File: config.mk
export PLATFORM = sky130hd
export DESIGN_NAME = slc3_key_debounce
export DESIGN_NICKNAME = d
export VERILOG_FILES = /design/src/rtl/slc3_key_debounce.sv
export SDC_FILE = /design/constraint.sdc
export NUM_CORES = 1
export LEC_CHECK = 0
export ABC_AREA = 1
export CORE_AREA = 5 5 42 44
export CTS_CLUSTER_DIAMETER = 30
export DETAILED_ROUTE_END_ITERATION = 10
export DIE_AREA = 0 0 47 49
export DONT_BUFFER_PORTS = 1
export PLACE_DENSITY = 0.81
export SYNTH_ARGS = -nofsm -noshare
export SYNTH_HDL_FRONTEND = slang
export SYNTH_SLANG_ARGS = --single-unit
File: constraint.sdc
create_clock -name Clk -period 2.4 [get_ports Clk]
set_clock_uncertainty 0.1 [all_clocks]
set_input_delay 0 -clock Clk [delete_from_list [all_inputs] [get_ports Clk]]
set_output_delay 0 -clock Clk [all_outputs]
set_load 0.02 [all_outputs]
File: src/rtl/slc3_key_debounce.sv
// Run/Continue key conditioning for the SLC-3 top level: synchronise the raw
// active-low keys, debounce them, and emit a debounced level plus one press pulse.
module slc3_key_debounce #(
  parameter int DEBOUNCE_CYCLES = 4,
  parameter int SYNC_STAGES     = 2
) (
  input  logic Clk,
  input  logic Reset,
  input  logic Run,
  input  logic Continue,
  output logic run_pulse,
  output logic continue_pulse,
  output logic run_level,
  output logic continue_level
);

  localparam int CW = $clog2(DEBOUNCE_CYCLES + 1);
  localparam logic [CW-1:0] CNT_MAX = CW'(DEBOUNCE_CYCLES);
  localparam logic [CW-1:0] CNT_ONE = CW'(1);

  typedef enum logic [1:0] {
    IDLE,
    PRESS_WAIT,
    PRESSED,
    RELEASE_WAIT
  } state_t;

  logic [1:0] key_raw;
  logic [1:0] pulse_vec;
  logic [1:0] level_vec;

  assign key_raw = {Continue, Run};

  generate
    for (genvar gi = 0; gi < 2; gi++) begin : g_chan
      logic [SYNC_STAGES-1:0] sync_reg;
      logic                   s;
      state_t                 state_reg, state_next;
      logic [CW-1:0]          cnt_reg, cnt_next;
      logic                   pulse_reg, pulse_next;
      logic                   level_reg, level_next;

      // Released keys read as 1, so the synchroniser comes out of reset "released".
      always_ff @(posedge Clk or negedge Reset) begin
        if (!Reset) begin
          sync_reg <= '1;
        end else begin
          sync_reg <= {sync_reg[SYNC_STAGES-2:0], key_raw[gi]};
        end
      end

      assign s = sync_reg[SYNC_STAGES-1];

      always_ff @(posedge Clk or negedge Reset) begin
        if (!Reset) begin
          state_reg <= IDLE;
          cnt_reg   <= '0;
          pulse_reg <= 1'b0;
          level_reg <= 1'b0;
        end else begin
          state_reg <= state_next;
          cnt_reg   <= cnt_next;
          pulse_reg <= pulse_next;
          level_reg <= level_next;
        end
      end

      always_comb begin
        state_next = state_reg;
        cnt_next   = cnt_reg;
        pulse_next = 1'b0;
        unique case (state_reg)
          IDLE: begin
            if (!s) begin
              state_next = PRESS_WAIT;
              cnt_next   = CNT_ONE;
            end else begin
              cnt_next = '0;
            end
          end
          PRESS_WAIT: begin
            if (s) begin
              state_next = IDLE;
              cnt_next   = '0;
            end else if (cnt_reg == CNT_MAX) begin
              state_next = PRESSED;
              cnt_next   = '0;
              pulse_next = 1'b1;
            end else begin
              cnt_next = cnt_reg + 1'b1;
            end
          end
          PRESSED: begin
            if (s) begin
              state_next = RELEASE_WAIT;
              cnt_next   = CNT_ONE;
            end
          end
          RELEASE_WAIT: begin
            // A low sample here is release bounce: back to PRESSED without a pulse.
            if (!s) begin
              state_next = PRESSED;
              cnt_next   = '0;
            end else if (cnt_reg == CNT_MAX) begin
              state_next = IDLE;
              cnt_next   = '0;
            end else begin
              cnt_next = cnt_reg + 1'b1;
            end
          end
          default: begin
            state_next = IDLE;
            cnt_next   = '0;
          end
        endcase
        level_next = (state_next == PRESSED) || (state_next == RELEASE_WAIT);
      end

      assign pulse_vec[gi] = pulse_reg;
      assign level_vec[gi] = level_reg;
    end
  endgenerate

  assign run_pulse      = pulse_vec[0];
  assign continue_pulse = pulse_vec[1];
  assign run_level      = level_vec[0];
  assign continue_level = level_vec[1];

endmodule

==> flow_summary.yaml, run 1 <==
outcome:
  status: "finished clean"
grt:
  overflow: 0
  grt_max_degree: 18
  grt_pass1_vias: 539
  grt_pass1_wl_mm: 2.17
  antenna_found_initial: 0
  grt_use_total_pct: 13.3
die:
  die_area_sq_um: 2300
  start_util_pct: 53.1
  fp.dieH_um: 49
  core_sq_um: 1400
  pin_count: 8
  die_x_um: 47
  fp-row-count: 14
sta:
  hold_violations: 0
  tns_ps: 0
  final-max-slew-violation-count: 0
  setup_violations: 0
  rsz0062_at_grt: "false"
  min_period_over_period_pct: 50.9
  relSlewSlack_pct: 50.8
  clock.fmax_mhz: 819
  fin_crit_ps: 1220
  worst_pin_slew_ps: 735
worst_setup_path:
  cp_slowest_cell: "dfrtp_1"
  criticalPathCategory: "register to register"
  cp.arrival_ps: 1280
  rr_worst_depth: 5
  cp_data_required_time_ps: 2460
  crit_fanout: 5
  critPathLaunchType: "register"
  path_cells: "inv_1 -> ha_1 -> nand3_2 -> nand2_1 -> o21ai_0"
  endpoint_kind: "register"
  slowest_delay_ps: 430
clock_network:
  cts_setup_buffers: 0
  cts_resized: 0
  cts_root_buf: "clkbuf_4"
  ctsHoldBuffers: 3
  path_clk_slew_ps: 90
  cts_tree: "done"
  cts_num_sinks: 17
  clk_latency_ps: 280
  cts_buffers: 3
  cts_max_level: 1
  cts_buffer_depth: 2
placement:
  place_inst: 95
  dpl.hpwl_um: 891
  place_area_sq_um: 764
  gp_congestion: 0.832
  io_buffers: 0
synth:
  synthMuxAreaShare_pct: 0
  synth_compound_area_share_pct: 6.22
  synth_area_per_cell_sq_um: 9.42
  synth_xor_area_share_pct: 1.18
  synth_fa_ha_area_share_pct: 6.72
  synth_top_family_by_area: "simple AND/OR/NAND/NOR gates"
  ys_types: 17
  yosysSeqAreaShare_pct: 57.8
  syn-num-nets: 87
  synthesis.area_sq_um: 744
  ys_ff_latch: 17
  synth_simple_gate_area_share_pct: 20.0
  synth_warnings: 0
  synth_cells: 79
run:
  drv_cap: 0
pwr:
  p_leak_nw: 0.430
  power_density_nw_per_um2: 770
  peakVddDrop_mv: 0.455
  total_power_w: 0.000632
layout:
  areaGrowthSynthToFinish_pct: 10.3
  nNetsFinal: 95
  n_fill_cell: 118
  finalInstanceArea_sq_um: 821
  largest_reg_flops: 6
  diodes: 0
  final_cells: 102
  drive_above_1_share_pct: 14.0
routing:
  ant_nets: 0
  drtPass1Iterations: 4
  wl_met2_um: 609
  route.detailed.drc: 0
  routed_wl_mm: 1.21
  initialDrtViolationCount: 11
  maxUsedRoutingLayer: "met4"
  wl_met1_um: 536
  routedWlPerCell_um: 11.8
  vias: 525
  met3_length_um: 46
  vias_per_cell: 5.15
hold_path:
  hold_class: "input pin to asynchronous set/reset pin"
## cell type report
cell class | instances | area (sq um) | share of cell area (%)
Inverter | 16 | 60.1 | 7.32
Clock buffer | 4 | 26.3 | 3.20
Multi-Input combinational cell | 46 | 254 | 30.9
Sequential cell | 17 | 430 | 52.4
Tap cell | 16 | 20.0 | 2.44
Timing Repair Buffer | 3 | 30.0 | 3.66
## cell usage after synthesis (all sizes together)
cell,count,area [sq um]
a21boi,1,7.51
a21oi,2,13.8
dfrtp,13,325
dfstp,4,105
ha,4,50.1
inv,16,60.1
nand2,20,80.1
nand3,8,45.0
nand4,1,6.26
nor2,4,17.5
o21ai,5,25.0
xor2,1,8.76
## power breakdown
| part | internal (W) | switching, W |
|---|---|---|
| logic | 0.0000452 | 0.0000674 |
| clock network | 0.0000645 | 0.0000820 |
| registers | 0.000326 | 0.0000468 |
## through the flow
stage / setup slack (ps) / utilization (%) / hold slack, ps
finish: 1180 / 58.6 / 112
global route: 1090 / 58.6 / 134
CTS: 1170 / 58.6 / 125
detailed placement: 1190 / 54.6 / -395
global placement: 1240 / 54.6 / -395
floorplan: 1320 / - / -396
## kinds of logic (layout without fill, tap and decap cells)
| family | Yosys count | after routing |
|---|---|---|
| AO/OA/AOI/OAI | 8 | 8 |
| flip-flops | 17 | 17 |
| XOR/XNOR | 1 | 1 |
| adder cells (fa/ha/maj) | 4 | 4 |
| buffers and inverters | 16 | 23 |
| AND/OR/NAND/NOR | 33 | 33 |
## worst max-delay path: cells and delay by family, from the launching register on
| kind | cells | cell delay, ps |
|---|---|---|
| DFF | 1 | 430 |
| and+or+nand+nor | 2 | 230 |
| adders and majority gates | 1 | 180 |
| AOI/OAI and AO/OA | 1 | 100 |
| buffers and inverters | 1 | 70 |
## placed cells by master (no fill, tap or decap), drive strengths merged
cell type	netlist	layout
inv	16	16
a21oi	2	2
nor2	4	4
a21boi	1	1
dlygate4sd3	0	3
nand3	8	8
o21ai	5	5
clkbuf	0	4
dfrtp	13	13
nand4	1	1
nand2	20	20
dfstp	4	4
ha	4	4
xor2	1	1
## layer usage
layer,vias to the layer above,GRT usage [%]
met5,-,0
met4,0,10.6
met3,2,3.32
met2,12,19.2
met1,253,15.9
li1,258,-
## worst paths after layout
kind / from / endpoint / slack, ps
setup reg to reg: g_chan[1].cnt_reg[0] / continue_level / 1180
max in group asynchronous: Reset / g_chan[1].cnt_reg[1] / 1630
min in group Clk: Continue / g_chan[1].sync_reg[0] / 150
setup / recovery: g_chan[1].cnt_reg[0] / continue_level / 1180
hold / removal: Reset / g_chan[0].cnt_reg[0] / 110
hold reg to reg: g_chan[0].sync_reg[0] / g_chan[0].sync_reg[1] / 260
Note: power is estimated with default switching activity, not from simulation.
==> run 2, diff against run 1 <==
--- a/config.mk
+++ b/config.mk
@@ -5,13 +5,13 @@
 export SDC_FILE = /design/constraint.sdc
 export NUM_CORES = 1
 export LEC_CHECK = 0
-export ABC_AREA = 1
+export ABC_AREA = 0
 export CORE_AREA = 5 5 42 44
 export CTS_CLUSTER_DIAMETER = 30
 export DETAILED_ROUTE_END_ITERATION = 10
 export DIE_AREA = 0 0 47 49
 export DONT_BUFFER_PORTS = 1
-export PLACE_DENSITY = 0.81
+export PLACE_DENSITY = 0.8
 export SYNTH_ARGS = -nofsm -noshare
 export SYNTH_HDL_FRONTEND = slang
 export SYNTH_SLANG_ARGS = --single-unit
==> constraint.sdc (replaced) <==
create_clock -name Clk -period 1.28 [get_ports Clk]
set_clock_uncertainty 0.1 [all_clocks]
set_input_delay 0 -clock Clk [delete_from_list [all_inputs] [get_ports Clk]]
set_output_delay 0 -clock Clk [all_outputs]
set_load 0.02 [all_outputs]
==> run 2 against run 1 <==
Synthesized cell count decreased by 24%. Critical path type unchanged. Sequential power increased by 83%. First-iteration DRC count decreased by 45%. Sequential share of layout area decreased by 2.4 points. Global-route usage decreased by 2.1 points. Clock power increased by 82%. Combinational power increased by 150%.
==> flow_summary.yaml, run 2 <==
worst_setup_path:
  worst_r2r_endpoint: "g_chan[1].cnt_reg[2]"
  cp_data_required_time_ps: 1360
  cp.arrival_ps: 1330
  critPathLaunchType: "register"
  criticalPathCategory: "register to register"
  cp_top_family: "flip-flops"
  cp-endpoint: "g_chan[1].cnt_reg[2]"
  slowest_delay_ps: 410
  rrSetupSlack_ps: 30
  crit_fanout: 3
  crit_buf_inv: 1
  crit_start: "g_chan[1].cnt_reg[0]"
  path_cells: "inv_2 -> ha_4 -> nand2b_1 -> mux2i_1 -> a32o_1"
  rr_worst_depth: 5
  cp.depth: 5
  endpoint_kind: "register"
  worstReg2RegStart: "g_chan[1].cnt_reg[0]"
  cp_slowest_cell: "dfrtp_1"
synth:
  synth_area_per_cell_sq_um: 12.1
  synth_warnings: 0
  synth_common_cells: "dfrtp_1 (13), nand2_1 (6), o21ai_0 (5)"
  synth_compound_area_share_pct: 10.4
  synthMuxAreaShare_pct: 2.76
  synth_fa_ha_area_share_pct: 6.91
  yosysTopAreaCell: "dfrtp_1"
  synth_edf_count: 0
  synth_top_area_share_pct: 44.9
  synth.most_common_cell: "dfrtp_1"
  synthTopCellsByArea: "dfrtp_1 (45%), dfstp_2 (15%), ha_1 (6.9%)"
  synth_xor_area_share_pct: 0
  synth_cells: 60
  synth_simple_gate_area_share_pct: 18.5
  syn-num-nets: 68
  synthesis.area_sq_um: 724
  ys_types: 17
  ys_ff_latch: 17
  ys_async_sr_fraction_pct: 100
  yosysSeqAreaShare_pct: 59.4
  synth_top_family_by_area: "simple AND/OR/NAND/NOR gates"
  ys.flop_type: "dfrtp_1"
clock_network:
  clk_latency_ps: 280
  cts_buffer_depth: 2
  path_clk_slew_ps: 90
  cts_num_sinks: 17
  cts_buffers: 3
  cts_root_buf: "clkbuf_4"
  cts_max_level: 1
  cts_tree: "done"
layout:
  layout_commonest_cell: "dfrtp_1"
  n_fill_cell: 114
  largest_reg_flops: 6
  nNetsFinal: 80
  drive_above_1_share_pct: 32.4
  diodes: 0
  mostFrequentLayoutCells: "dfrtp_1 (13), nand2_1 (6), o21ai_0 (5)"
  areaGrowthSynthToFinish_pct: 18.8
placement:
  gp_congestion: 0.826
  io_buffers: 0
  dpl.hpwl_um: 743
routing:
  met3_length_um: 34
  vias_per_cell: 5.23
  initialDrtViolationCount: 6
  wl_met2_um: 554
  routed_wl_mm: 1.16
  route.detailed.drc: 0
  wl_met1_um: 533
  maxUsedRoutingLayer: "met4"
  routedWlPerCell_um: 13.4
  ant_nets: 0
  vias: 455
  drtPass1Iterations: 4
pwr:
  p_leak_nw: 0.384
  peakVddDrop_mv: 0.879
  total_power_w: 0.00123
  power_density_nw_per_um2: 1430
die:
  start_util_pct: 51.7
  fp-row-count: 14
  die_area_sq_um: 2300
  die_x_um: 47
  fp.dieH_um: 49
  core_sq_um: 1400
  pin_count: 8
sta:
  fin_crit_ps: 1250
  final-max-slew-violation-count: 0
  clock.fmax_mhz: 800
  worst_pin_slew_ps: 726
  relSlewSlack_pct: 51.4
  rsz0062_at_grt: "true"
  setup_violations: 0
  min_period_over_period_pct: 97.7
  hold_violations: 0
  tns_ps: 0
grt:
  antenna_found_initial: 0
  grt_use_total_pct: 11.2
  overflow: 0
  grt_pass1_vias: 450
  grt_pass1_wl_mm: 1.85
  grt_max_degree: 18
run:
  drv_cap: 0
hold_path:
  hold_class: "input pin to asynchronous set/reset pin"
outcome:
  status: "finished clean"
## run 2: changes by cell type after synthesis, sizes merged, moves of 2 or more
cell    delta
nand2     -14
inv       -12
nand2b     +6
nand3      -6
a32o       +4
and2       +2
and3       +2
mux2i      +2
nor2       -2
nor3       +2
## run 2: worst min-delay path by stage
stage / from / end / cells past startpoint
floorplan: Reset / continue_level / 0
global placement: Reset / run_level / 0
detailed placement: Reset / run_level / 0
CTS: Reset / g_chan[0].cnt_reg[1] / 1
global route: Continue / g_chan[1].sync_reg[0] / 1
finish: Reset / g_chan[0].cnt_reg[2] / 1
## run 2: metrics by stage
| step | cell area (sq um) | cells | worst slack (ps) | hold WS (ps) | utilization, % |
|---|---|---|---|---|---|
| 2_1_floorplan | 724 | 60 | 37.2 | -396 | - |
| 3_3_place_gp | 752 | 77 | 4.53 | -395 | 53.7 |
| 3_5_place_dp | 752 | 77 | -14.6 | -395 | 53.7 |
| 4_1_cts | 823 | 84 | 5.43 | 117 | 58.8 |
| 5_1_grt | 861 | 87 | -42.7 | 135 | 61.4 |
| 6_report | 861 | 87 | 30.1 | 110 | 61.4 |
## run 2: what timing repair did
action,in CTS,in global routing
buffers inserted,0,3
pin swaps,0,5
resized for setup,5,4
hold endpoints to repair,19,0
endpoints found under the setup margin,2,6
hold buffers,3,0
## run 2: cells by family (layout without fill, tap and decap cells)
family                   after synthesis  count (layout)
buffers and inverters                  4              15
AO/OA/AOI/OAI                         11              11
flip-flops                            17              17
adder cells (fa/ha/maj)                4               4
AND/OR/NAND/NOR                       22              22
multiplexers                           2               2
## run 2: routing by layer
metal / global-route usage (%) / vias up
li1: - / 233
met1: 14.1 / 212
met2: 16.3 / 6
met3: 2.21 / 4
met4: 8.29 / 0
met5: 0 / -
## run 2: layout make-up
class / instances / area (sq um) / area share, %
Clock buffer: 4 / 26.3 / 3.05
Inverter: 4 / 15.0 / 1.74
Multi-Input combinational cell: 39 / 309 / 35.9
Sequential cell: 17 / 430 / 50.0
Tap cell: 16 / 20.0 / 2.33
Timing Repair Buffer: 7 / 60.1 / 6.98
## run 2: power by group
group	internal, W	switching, W
sequential	0.000607	0.0000765
clock	0.000121	0.000147
combinational	0.000154	0.000124
total	0.000882	0.000348
==> run 3, diff against run 2 <==
--- a/config.mk
+++ b/config.mk
@@ -11,7 +11,8 @@
 export DETAILED_ROUTE_END_ITERATION = 10
 export DIE_AREA = 0 0 47 49
 export DONT_BUFFER_PORTS = 1
-export PLACE_DENSITY = 0.8
+export PLACE_DENSITY_LB_ADDON = 0.15
+export SKIP_CTS_REPAIR_TIMING = 1
 export SYNTH_ARGS = -nofsm -noshare
 export SYNTH_HDL_FRONTEND = slang
 export SYNTH_SLANG_ARGS = --single-unit
==> run 3 against run 2 <==
The flow now finishes with violations (negative setup slack). Maximum frequency is 2.8% lower. Clock power rose by 4%. Total power decreased by 0.90%. Final cell count decreased by 1.1%. Critical path type unchanged.
==> flow_summary.yaml, run 3 (synthesis gave the netlist of run 2 again) <==
die:
  fp.dieH_um: 49
  die_x_um: 47
  pin_count: 8
  die_area_sq_um: 2300
  fp-row-count: 14
  core_sq_um: 1400
  start_util_pct: 51.7
pwr:
  combPwrFrac_pct: 21.3
  clock_power_share_pct: 23.0
  power_frac_seq_pct: 55.7
  peakVddDrop_mv: 1.03
  p_switching_w: 0.000347
  power_density_nw_per_um2: 1430
  total_power_w: 0.00122
  switching_share_pct: 28.4
  p_leak_nw: 0.382
  p_int_w: 0.000872
hold_path:
  hold_class: "input pin to asynchronous set/reset pin"
grt:
  grt_max_degree: 18
  grt_pass1_vias: 421
  overflow: 0
  grt_use_total_pct: 11.3
  antenna_found_initial: 0
  grt_pass1_wl_mm: 1.79
clock_network:
  clk_latency_ps: 280
  path_clk_slew_ps: 90
  cts_buffer_depth: 2
  cts_num_sinks: 17
  cts_tree: "done"
  cts_buffers: 3
  cts_root_buf: "clkbuf_4"
  cts_max_level: 1
layout:
  diodes: 0
  drive_above_1_share_pct: 30.0
  n_fill_cell: 122
  layout_commonest_cell: "dfrtp_1"
  largest_reg_flops: 6
  nNetsFinal: 79
  final_cells: 86
  multi_input_area_sq_um: 307
  mostFrequentLayoutCells: "dfrtp_1 (13), nand2_1 (6), o21ai_0 (5), a32o_1 (4), dfstp_2 (4)"
  ff_latch_area_sq_um: 430
  areaGrowthSynthToFinish_pct: 17.4
  utilization_pct: 60.7
routing:
  routed_wl_mm: 1.06
  ant_nets: 0
  vias_per_cell: 5.03
  drtPass1Iterations: 4
  route.detailed.drc: 0
  initialDrtViolationCount: 15
  routedWlPerCell_um: 12.3
  vias: 433
worst_setup_path:
  criticalPathCategory: "register to register"
  endpoint_kind: "register"
  worstReg2RegStart: "g_chan[1].cnt_reg[0]"
  worst_r2r_endpoint: "g_chan[1].cnt_reg[2]"
  rr_worst_depth: 5
  rrSetupSlack_ps: -6
  slowest_delay_ps: 420
  cp_slowest_cell: "dfrtp_1"
  critPathLaunchType: "register"
  cp.arrival_ps: 1360
  path_cells: "inv_2 -> ha_4 -> nand2b_1 -> mux2i_1 -> a32o_1"
  cp_data_required_time_ps: 1360
  crit_fanout: 3
sta:
  worst_pin_slew_ps: 711
  hold_violations: 0
  relSlewSlack_pct: 52.4
  setup_violations: 2
  finalHoldWorstSlack_ps: 98.0
  fin_ws_ps: -5.60
  fin_crit_ps: 1290
  clock.fmax_mhz: 778
  final-max-slew-violation-count: 0
  rsz0062_at_grt: "true"
  min_period_over_period_pct: 100
outcome:
  status: "complete, but fails checks"
  violations: "negative setup slack"
placement:
  io_buffers: 0
  gp_congestion: 0.671
  place_inst: 78
  dpl.hpwl_um: 759
run:
  drv_cap: 0
run 3: worst max path at each step:
stage | start | to | slack (ps) | cells past startpoint
floorplan | run_level | g_chan[0].cnt_reg[1] | 40 | 3
global placement | g_chan[0].cnt_reg[0] | g_chan[0].cnt_reg[2] | -7 | 5
detailed placement | g_chan[1].cnt_reg[0] | g_chan[1].cnt_reg[2] | -9 | 5
CTS | g_chan[1].cnt_reg[0] | g_chan[1].cnt_reg[2] | -20 | 5
global route | g_chan[0].cnt_reg[1] | g_chan[0].cnt_reg[2] | -70 | 5
finish | g_chan[1].cnt_reg[0] | g_chan[1].cnt_reg[2] | -6 | 5
run 3: metrics by stage:
stage | setup WS (ps) | instance area, sq um | setup TNS, ps
floorplan | 37.2 | 724 | 0
global placement | -7.22 | 759 | -7.22
detailed placement | -9.37 | 759 | -14.6
CTS | -23.9 | 786 | -46.0
global route | -67.1 | 851 | -106
finish | -5.60 | 851 | -9.73
run 3: layout make-up:
cell class | instances | area share [%]
sequential | 17 | 50.6
multi-input combinational | 39 | 36.0
tap | 16 | 2.35
timing repair buffer | 6 | 6.18
inverter | 4 | 1.76
clock buffer | 4 | 3.09
run 3: critical path, delay by kind of cell, from the launching register on:
kind	cells	cell delay [ps]
buf+inv	1	90
fa+ha+maj	1	140
mux	1	60
flops	1	420
compound gates	1	260
simple gates	1	100
run 3: power by group through the flow:
| stage | Sequential [W] | Clock [W] | Combinational [W] |
|---|---|---|---|
| after global placement | 0.000685 | 0 | 0.000203 |
| after floorplan | 0.000681 | 0 | 0.000156 |
| final | 0.000679 | 0.000280 | 0.000260 |
| after global routing | 0.000689 | 0.000325 | 0.000295 |
| after detailed placement | 0.000686 | 0 | 0.000208 |
| after CTS | 0.000675 | 0.000290 | 0.000209 |
run 3: per-layer routing:
| metal | up-vias | track usage [%] | routed length, um |
|---|---|---|---|
| li1 | 225 | - | - |
| met1 | 199 | 16.3 | 537 |
| met2 | 5 | 13.1 | 449 |
| met3 | 4 | 3.32 | 30 |
| met4 | 0 | 9.68 | 43 |
| met5 | - | 0 | 0 |
